**src/rtl/fetch_pkg.sv**
```systemverilog
// Shared types and constants for the instruction-fetch front end.
// Latency: n/a (types only).
// Backpressure: n/a (types only).
// Contents: fetch FSM state enum, {pc, instr} FIFO entry, reset PC default,
// and a helper that word-aligns a PC.
package fetch_pkg;

  typedef enum logic [1:0] {
    IDLE    = 2'd0,  // no request outstanding
    REQ     = 2'd1,  // request outstanding, response will be kept
    DISCARD = 2'd2   // request outstanding, response will be dropped
  } fetch_state_t;

  typedef struct packed {
    logic [31:0] pc;
    logic [31:0] instr;
  } fetch_entry_t;

  localparam logic [31:0] FETCH_RESET_PC = 32'h0000_0060;
  localparam logic [31:0] FETCH_STEP     = 32'd4;

  // Instructions are word aligned; the low two bits of any external PC are dropped.
  function automatic logic [31:0] align_pc(input logic [31:0] pc);
    return pc & ~32'h0000_0003;
  endfunction

endpackage

```
**src/rtl/fetch_fifo.sv**
```systemverilog
// Registered FIFO of {pc, instr} entries between fetch and decode.
// Latency: push to valid_o/head_o is 1 cycle (no bypass).
// Backpressure: pop only when non-empty; push ignored when full and not popping; flush beats push and pop.
// Ports: clk_i, rst_ni (sync active-low), push_i/entry_i, pop_i, flush_i,
//        count_o (occupancy), valid_o (head valid), head_o (head entry).
module fetch_fifo
  import fetch_pkg::*;
#(
  parameter  int DEPTH = 2,
  localparam int PTR_W = $clog2(DEPTH),
  localparam int CNT_W = $clog2(DEPTH + 1)
) (
  input  logic               clk_i,
  input  logic               rst_ni,
  input  logic               push_i,
  input  fetch_entry_t       entry_i,
  input  logic               pop_i,
  input  logic               flush_i,
  output logic [CNT_W-1:0]   count_o,
  output logic               valid_o,
  output fetch_entry_t       head_o
);

  fetch_entry_t     mem_q [DEPTH];
  logic [PTR_W-1:0] rd_ptr_q;
  logic [PTR_W-1:0] wr_ptr_q;
  logic [CNT_W-1:0] count_q;
  logic             do_push;
  logic             do_pop;

  assign do_pop  = pop_i && (count_q != '0);
  // A simultaneous pop frees the slot, so push is accepted even when full.
  assign do_push = push_i && ((count_q != CNT_W'(DEPTH)) || do_pop);

  always_ff @(posedge clk_i) begin
    if (!rst_ni || flush_i) begin
      rd_ptr_q <= '0;
      wr_ptr_q <= '0;
      count_q  <= '0;
    end else begin
      if (do_push) wr_ptr_q <= wr_ptr_q + PTR_W'(1);
      if (do_pop)  rd_ptr_q <= rd_ptr_q + PTR_W'(1);
      count_q <= count_q + CNT_W'(do_push) - CNT_W'(do_pop);
    end
  end

  // Storage needs no reset: occupancy alone decides what is visible.
  always_ff @(posedge clk_i) begin
    if (do_push && !flush_i) mem_q[wr_ptr_q] <= entry_i;
  end

  assign count_o = count_q;
  assign valid_o = (count_q != '0);
  assign head_o  = mem_q[rd_ptr_q];

endmodule

```
**src/rtl/fetch_unit.sv**
```systemverilog
// Instruction-fetch front end: drives imem requests and buffers {pc, instr} for decode.
// Latency: imem_resp to if_valid 1 cycle; redirect to new request 1 cycle (longer if a request must be discarded).
// Backpressure: requests issue only while FIFO occupancy plus outstanding stays below DEPTH; decode pops on if_valid && if_ready.
// Ports: clk, rst (sync active-low); imem_addr/imem_read/imem_rdata/imem_resp to memory;
//        if_valid/if_ready/if_pc/if_instr to decode; redirect/redirect_pc from execute.
module fetch_unit
  import fetch_pkg::*;
#(
  parameter logic [31:0] RESET_PC = FETCH_RESET_PC,
  parameter int          DEPTH    = 2
) (
  input  logic        clk,
  input  logic        rst,
  output logic [31:0] imem_addr,
  output logic        imem_read,
  input  logic [31:0] imem_rdata,
  input  logic        imem_resp,
  output logic        if_valid,
  input  logic        if_ready,
  output logic [31:0] if_pc,
  output logic [31:0] if_instr,
  input  logic        redirect,
  input  logic [31:0] redirect_pc
);

  localparam int CNT_W = $clog2(DEPTH + 1);

  fetch_state_t     state_q;
  logic [31:0]      fetch_pc_q;
  logic [31:0]      imem_addr_q;
  logic             imem_read_q;

  logic [CNT_W-1:0] count;
  logic [CNT_W-1:0] count_d;
  logic             push;
  logic             pop;
  logic             credit;
  logic             fifo_valid;
  logic [31:0]      pc_inc;
  logic [31:0]      redir_pc;
  fetch_entry_t     push_entry;
  fetch_entry_t     head;

  assign redir_pc   = align_pc(redirect_pc);
  assign pc_inc     = fetch_pc_q + FETCH_STEP;  // wraps naturally at 2^32
  assign push       = (state_q == REQ) && imem_resp && !redirect;
  assign pop        = fifo_valid && if_ready;
  assign push_entry = '{pc: fetch_pc_q, instr: imem_rdata};

  // Occupancy after this edge. A new request can return at most one entry,
  // so one free slot after the push/pop is enough to issue it.
  always_comb begin
    count_d = count;
    if (redirect) begin
      count_d = '0;
    end else begin
      count_d = count + CNT_W'(push) - CNT_W'(pop);
    end
  end

  assign credit = (count_d < CNT_W'(DEPTH));

  fetch_fifo #(
    .DEPTH (DEPTH)
  ) u_fifo (
    .clk_i   (clk),
    .rst_ni  (rst),
    .push_i  (push),
    .entry_i (push_entry),
    .pop_i   (pop),
    .flush_i (redirect),
    .count_o (count),
    .valid_o (fifo_valid),
    .head_o  (head)
  );

  always_ff @(posedge clk) begin
    if (!rst) begin
      state_q     <= IDLE;
      fetch_pc_q  <= RESET_PC;
      imem_addr_q <= RESET_PC;
      imem_read_q <= 1'b0;
    end else begin
      case (state_q)
        IDLE: begin
          if (redirect) begin
            fetch_pc_q  <= redir_pc;
            imem_addr_q <= redir_pc;
            imem_read_q <= 1'b1;
            state_q     <= REQ;
          end else if (credit) begin
            imem_addr_q <= fetch_pc_q;
            imem_read_q <= 1'b1;
            state_q     <= REQ;
          end
        end

        REQ: begin
          if (redirect) begin
            fetch_pc_q <= redir_pc;
            if (imem_resp) begin
              // Response lands with the redirect: drop it, restart at once.
              imem_addr_q <= redir_pc;
              imem_read_q <= 1'b1;
              state_q     <= REQ;
            end else begin
              // Memory still owns the old address; hold it until it answers.
              state_q <= DISCARD;
            end
          end else if (imem_resp) begin
            fetch_pc_q  <= pc_inc;
            imem_addr_q <= pc_inc;
            if (credit) begin
              imem_read_q <= 1'b1;
              state_q     <= REQ;
            end else begin
              imem_read_q <= 1'b0;
              state_q     <= IDLE;
            end
          end
        end

        DISCARD: begin
          if (redirect) fetch_pc_q <= redir_pc;
          if (imem_resp) begin
            // The FIFO was flushed on entry and nothing is pushed here, so
            // there is always room for the restart request. A redirect in the
            // same cycle as this response retargets the restart directly.
            imem_addr_q <= redirect ? redir_pc : fetch_pc_q;
            imem_read_q <= 1'b1;
            state_q     <= REQ;
          end
        end

        default: begin
          state_q     <= IDLE;
          imem_read_q <= 1'b0;
        end
      endcase
    end
  end

  assign imem_addr = imem_addr_q;
  assign imem_read = imem_read_q;
  assign if_valid  = fifo_valid;
  assign if_pc     = head.pc;
  assign if_instr  = head.instr;

endmodule

```
**config.mk**
```make
export PLATFORM = sky130hd
export DESIGN_NAME = fetch_unit
export DESIGN_NICKNAME = d
export VERILOG_FILES = /design/src/rtl/fetch_pkg.sv /design/src/rtl/fetch_fifo.sv /design/src/rtl/fetch_unit.sv
export SDC_FILE = /design/constraint.sdc
export NUM_CORES = 1
export LEC_CHECK = 0
export CORE_ASPECT_RATIO = 0.8
export CORE_MARGIN = 2
export CORE_UTILIZATION = 30
export CTS_CLUSTER_DIAMETER = 40
export CTS_CLUSTER_SIZE = 10
export DETAILED_ROUTE_END_ITERATION = 6
export GPL_TIMING_DRIVEN = 0
export SYNTH_ARGS = -nofsm -noshare
export SYNTH_HDL_FRONTEND = slang
export SYNTH_SLANG_ARGS = --single-unit
```
**constraint.sdc**
```tcl
create_clock -name clk -period 10.35 [get_ports clk]
set_input_delay 2.07 -clock clk [delete_from_list [all_inputs] [get_ports clk]]
set_output_delay 2.07 -clock clk [all_outputs]
set_load 0.005 [all_outputs]
```
==> run_results.csv <==
group,metric,value,unit
status,status,"completed",
final_layout,fin_util,39.7,%
synth,yosys_warnings,0,
floorplanning,die_y,160,microns
timing,rsz0062_at_grt,"no",
final_layout,n_antenna_cell,0,
timing,clock.fmax,200,MHz
critical_path,critPathArrivalTime,2.93,ns
synth,synth_area,9130,sq um
drt,dr_total_vias,7329,
min_path,holdPathStages,0,
grt,grt_pass1_vias,7101,
synth,synthFlopType,"edfxtp_1",
critical_path,crit_family,"buffers and inverters",
clock_network,cts_post_setup_buffers_inserted,0,
critical_path,rr_worst_depth,9,
grt,grt_pass1_wl,44100,microns
grt,antenna_found_initial,0,
floorplanning,io_pins,167,
critical_path,timing.rr.start,"state_q[0]",
grt,grt_usage,18.9,%
run,max_cap_viol_count,0,
synth,syn_inst,783,
synth,synthArstFlopShare,0,%
timing,finalHoldViolCount,0,
drt,viasPerCell,5.26,
critical_path,cp_max_fo,10,
clock_network,cts_tree,"built",
critical_path,crit_buf_inv,3,
place,gp_congestion,0.939,
floorplanning,rows,57,
drt,drc_errors,0,
critical_path,r2r_slack,7.16,ns
critical_path,reg2reg_to,"u_fifo.mem_q[0][21]",
floorplanning,start_util,30.3,%
critical_path,max_stage_delay,0.73,ns
power_and_ir_drop,p_per_area,154,nW/um^2
clock_network,clk_path_buf_depth,2,
final_layout,drive_gt1_share,14.5,%
grt,gr-total-overflow,0,
drt,drt-pass1-iter-count,6,
grt,grt_max_degree,49,
critical_path,worstSetupEndpointType,"primary output",
min_path,worstHoldPathType,"register to register",
final_layout,area_growth,31.2,%
place,dpl.hpwl,21200,microns
synth,synth_edf_count,128,
critical_path,critPathMostFrequentCell,"clkbuf_1",
min_path,hold_start,"fetch_pc_q[14]",
timing,setup_tns,0,ns
drt,drt_iter0_markers,758,
critical_path,critPathLaunchType,"register",
clock_network,cts_num_sinks,200,
place,portBuffers,163,
clock_network,cts_hold_buffers,0,
timing,setup_viol,0,
drt,detail-route-antenna-nets,0,
synth,avgSynthCellArea,11.7,sq um
drt,routed_wl,29800,microns
timing,fin_crit,5.00,ns
drt,drt-wirelength-per-cell,21.4,microns
synth,synth-seq-cells,200,
synth,synth_cell_types,69,
critical_path,worstPathCellList,"clkbuf_1, clkbuf_1, mux2_2, clkdlybuf4s50_1",
clock_network,cts_buffers,17,
critical_path,worst_path_max_delay_cell,"clkbuf_1",
timing,slew_headroom,28.0,%
timing,skew,0.00936,ns
critical_path,critical_path_class,"register to primary output",
critical_path,required,8.28,ns
synth,seq_area_frac_synth,57.9,%
clock_network,clk_pin_slew,0.07,ns
synth,synth_nets,856,
timing,tightestPinTransition,1.05,ns
clock_network,clk_latency,0.45,ns
clock_network,cts_root_buf,"clkbuf_16",
floorplanning,dieArea,31900,sq um
min_path,hold_path_end,"u_fifo.mem_q[0][46]",
floorplanning,coreArea,30200,sq um
final_layout,nets,1041,
timing,period_share,48.3,%
timing,maxSlewViolCount,0,
floorplanning,die_w,199,microns
power_and_ir_drop,p_leak,3.90,nW
clock_network,cts-htree-levels,4,
power_and_ir_drop,vdd_ir_drop_max,0.104,mV
clock_network,post_cts_resized,0,
## routing by layer
layer  GRT usage (%)  share of wire (%)
met5            2.31               0.32
met2            28.0                 43
met1            26.7                 45
met3            5.26                9.8
met4            5.02                1.7
## worst max path at each step
stage | from | end | cells past startpoint
final | register | if_instr[9] | 4
after global routing | register | if_instr[9] | 4
after CTS | register | if_instr[9] | 4
after detailed placement | redirect | u_fifo.mem_q[0][11] | 7
after global placement | redirect | u_fifo.mem_q[0][11] | 5
after floorplan | redirect | u_fifo.mem_q[0][0] | 4
## Yosys cell counts (all sizes together) (15+ instances only)
cell	number	area share [%]
nor4	15	1.4
clkbuf	37	1.5
nand3	40	2.3
a21oi	41	2.2
mux2	65	8.0
nor3	22	1.2
o21ai	27	1.5
nor2	35	1.4
buf	27	1.7
edfxtp	128	42
nand4	28	2.2
xnor2	21	2.0
dfxtp	72	16
nand2	51	2.1
## metrics by stage
stage                     hold WS [ns]  setup WS, ns  instance area [sq um]  instances  total power [mW]
after detailed placement         0.432          5.34                  11400       1362              1.15
after global routing             0.458          5.17                  12000       1394              1.92
final                            0.438          5.35                  12000       1394              1.85
after CTS                        0.442          5.19                  12000       1394              1.86
after global placement           0.428          1.32                  11300       1359              1.15
after floorplan                  0.420          4.44                   9130        783              1.02
## where the power goes
| group | total, mW | leakage, nW | internal [mW] | switching [mW] |
|---|---|---|---|---|
| registers | 0.906 | 1.77 | 0.880 | 0.0259 |
| logic | 0.233 | 1.83 | 0.105 | 0.127 |
| clock network | 0.709 | 0.298 | 0.407 | 0.302 |
| total | 1.85 | 3.90 | 1.39 | 0.455 |
## flip-flops by register name, indices dropped and copies added, names as in the netlist, named ones only
name	count
u_fifo.wr_ptr_q	1
u_fifo.rd_ptr_q	1
state_q	2
u_fifo.count_o	2
u_fifo.mem_q	128
imem_addr	32
imem_read	1
fetch_pc_q	32
## final cells by class
cell class | count | area, sq um
inverters | 14 | 52.6
well taps | 413 | 517
plain buffers | 64 | 293
clock inverters | 11 | 175
fillers | 2960 | 18200
clock buffers | 21 | 440
multi-input cells | 505 | 3510
flip-flops and latches | 200 | 5290
repair buffers | 166 | 1710
## cell families (layout without fill, tap and decap cells)
| family | count (synthesis) | after routing | synth area share, % |
|---|---|---|---|
| and+or+nand+nor | 241 | 241 | 14.4 |
| DFF | 200 | 200 | 57.9 |
| AOI/OAI and AO/OA | 155 | 155 | 11.5 |
| buffers and inverters | 78 | 276 | 3.78 |
| muxes | 71 | 71 | 8.67 |
| xor gates and xnor gates | 34 | 34 | 3.26 |
| adders and majority gates | 4 | 4 | 0.548 |
## worst register-to-register path, delay by kind of cell (launching register included)
family	cells	cell delay, ns
compound gates	1	0.29
buf+inv	4	1.03
flops	1	0.36
simple gates	4	1.19
## placed cells by master (no fill, tap or decap), drive strengths merged, types with 4 or more instances in the layout
cell type      synthesis  final
xnor2                 21     21
nand2b                11     11
xor2                  13     13
nor4                  15     15
nor3                  22     22
and2                   9      9
nand4                 28     28
clkbuf                37     58
buf                   27     30
o211ai                10     10
bufinv                 0      4
a31oi                 12     12
o221a                  4      4
nor2b                  7      7
a21oi                 41     41
inv                   13     15
and4                   5      5
nor2                  35     35
clkdlybuf4s50          0    163
clkinv                 1      5
mux2                  65     65
mux2i                  6      6
edfxtp               128    128
o22ai                 11     11
nand3                 40     40
o31ai                  4      4
o21ai                 27     27
o221ai                 4      4
nand2                 51     51
a211oi                 4      4
ha                     4      4
a22oi                 10     10
and3                   8      8
dfxtp                 72     72
Power figures use the tool's default switching activity.
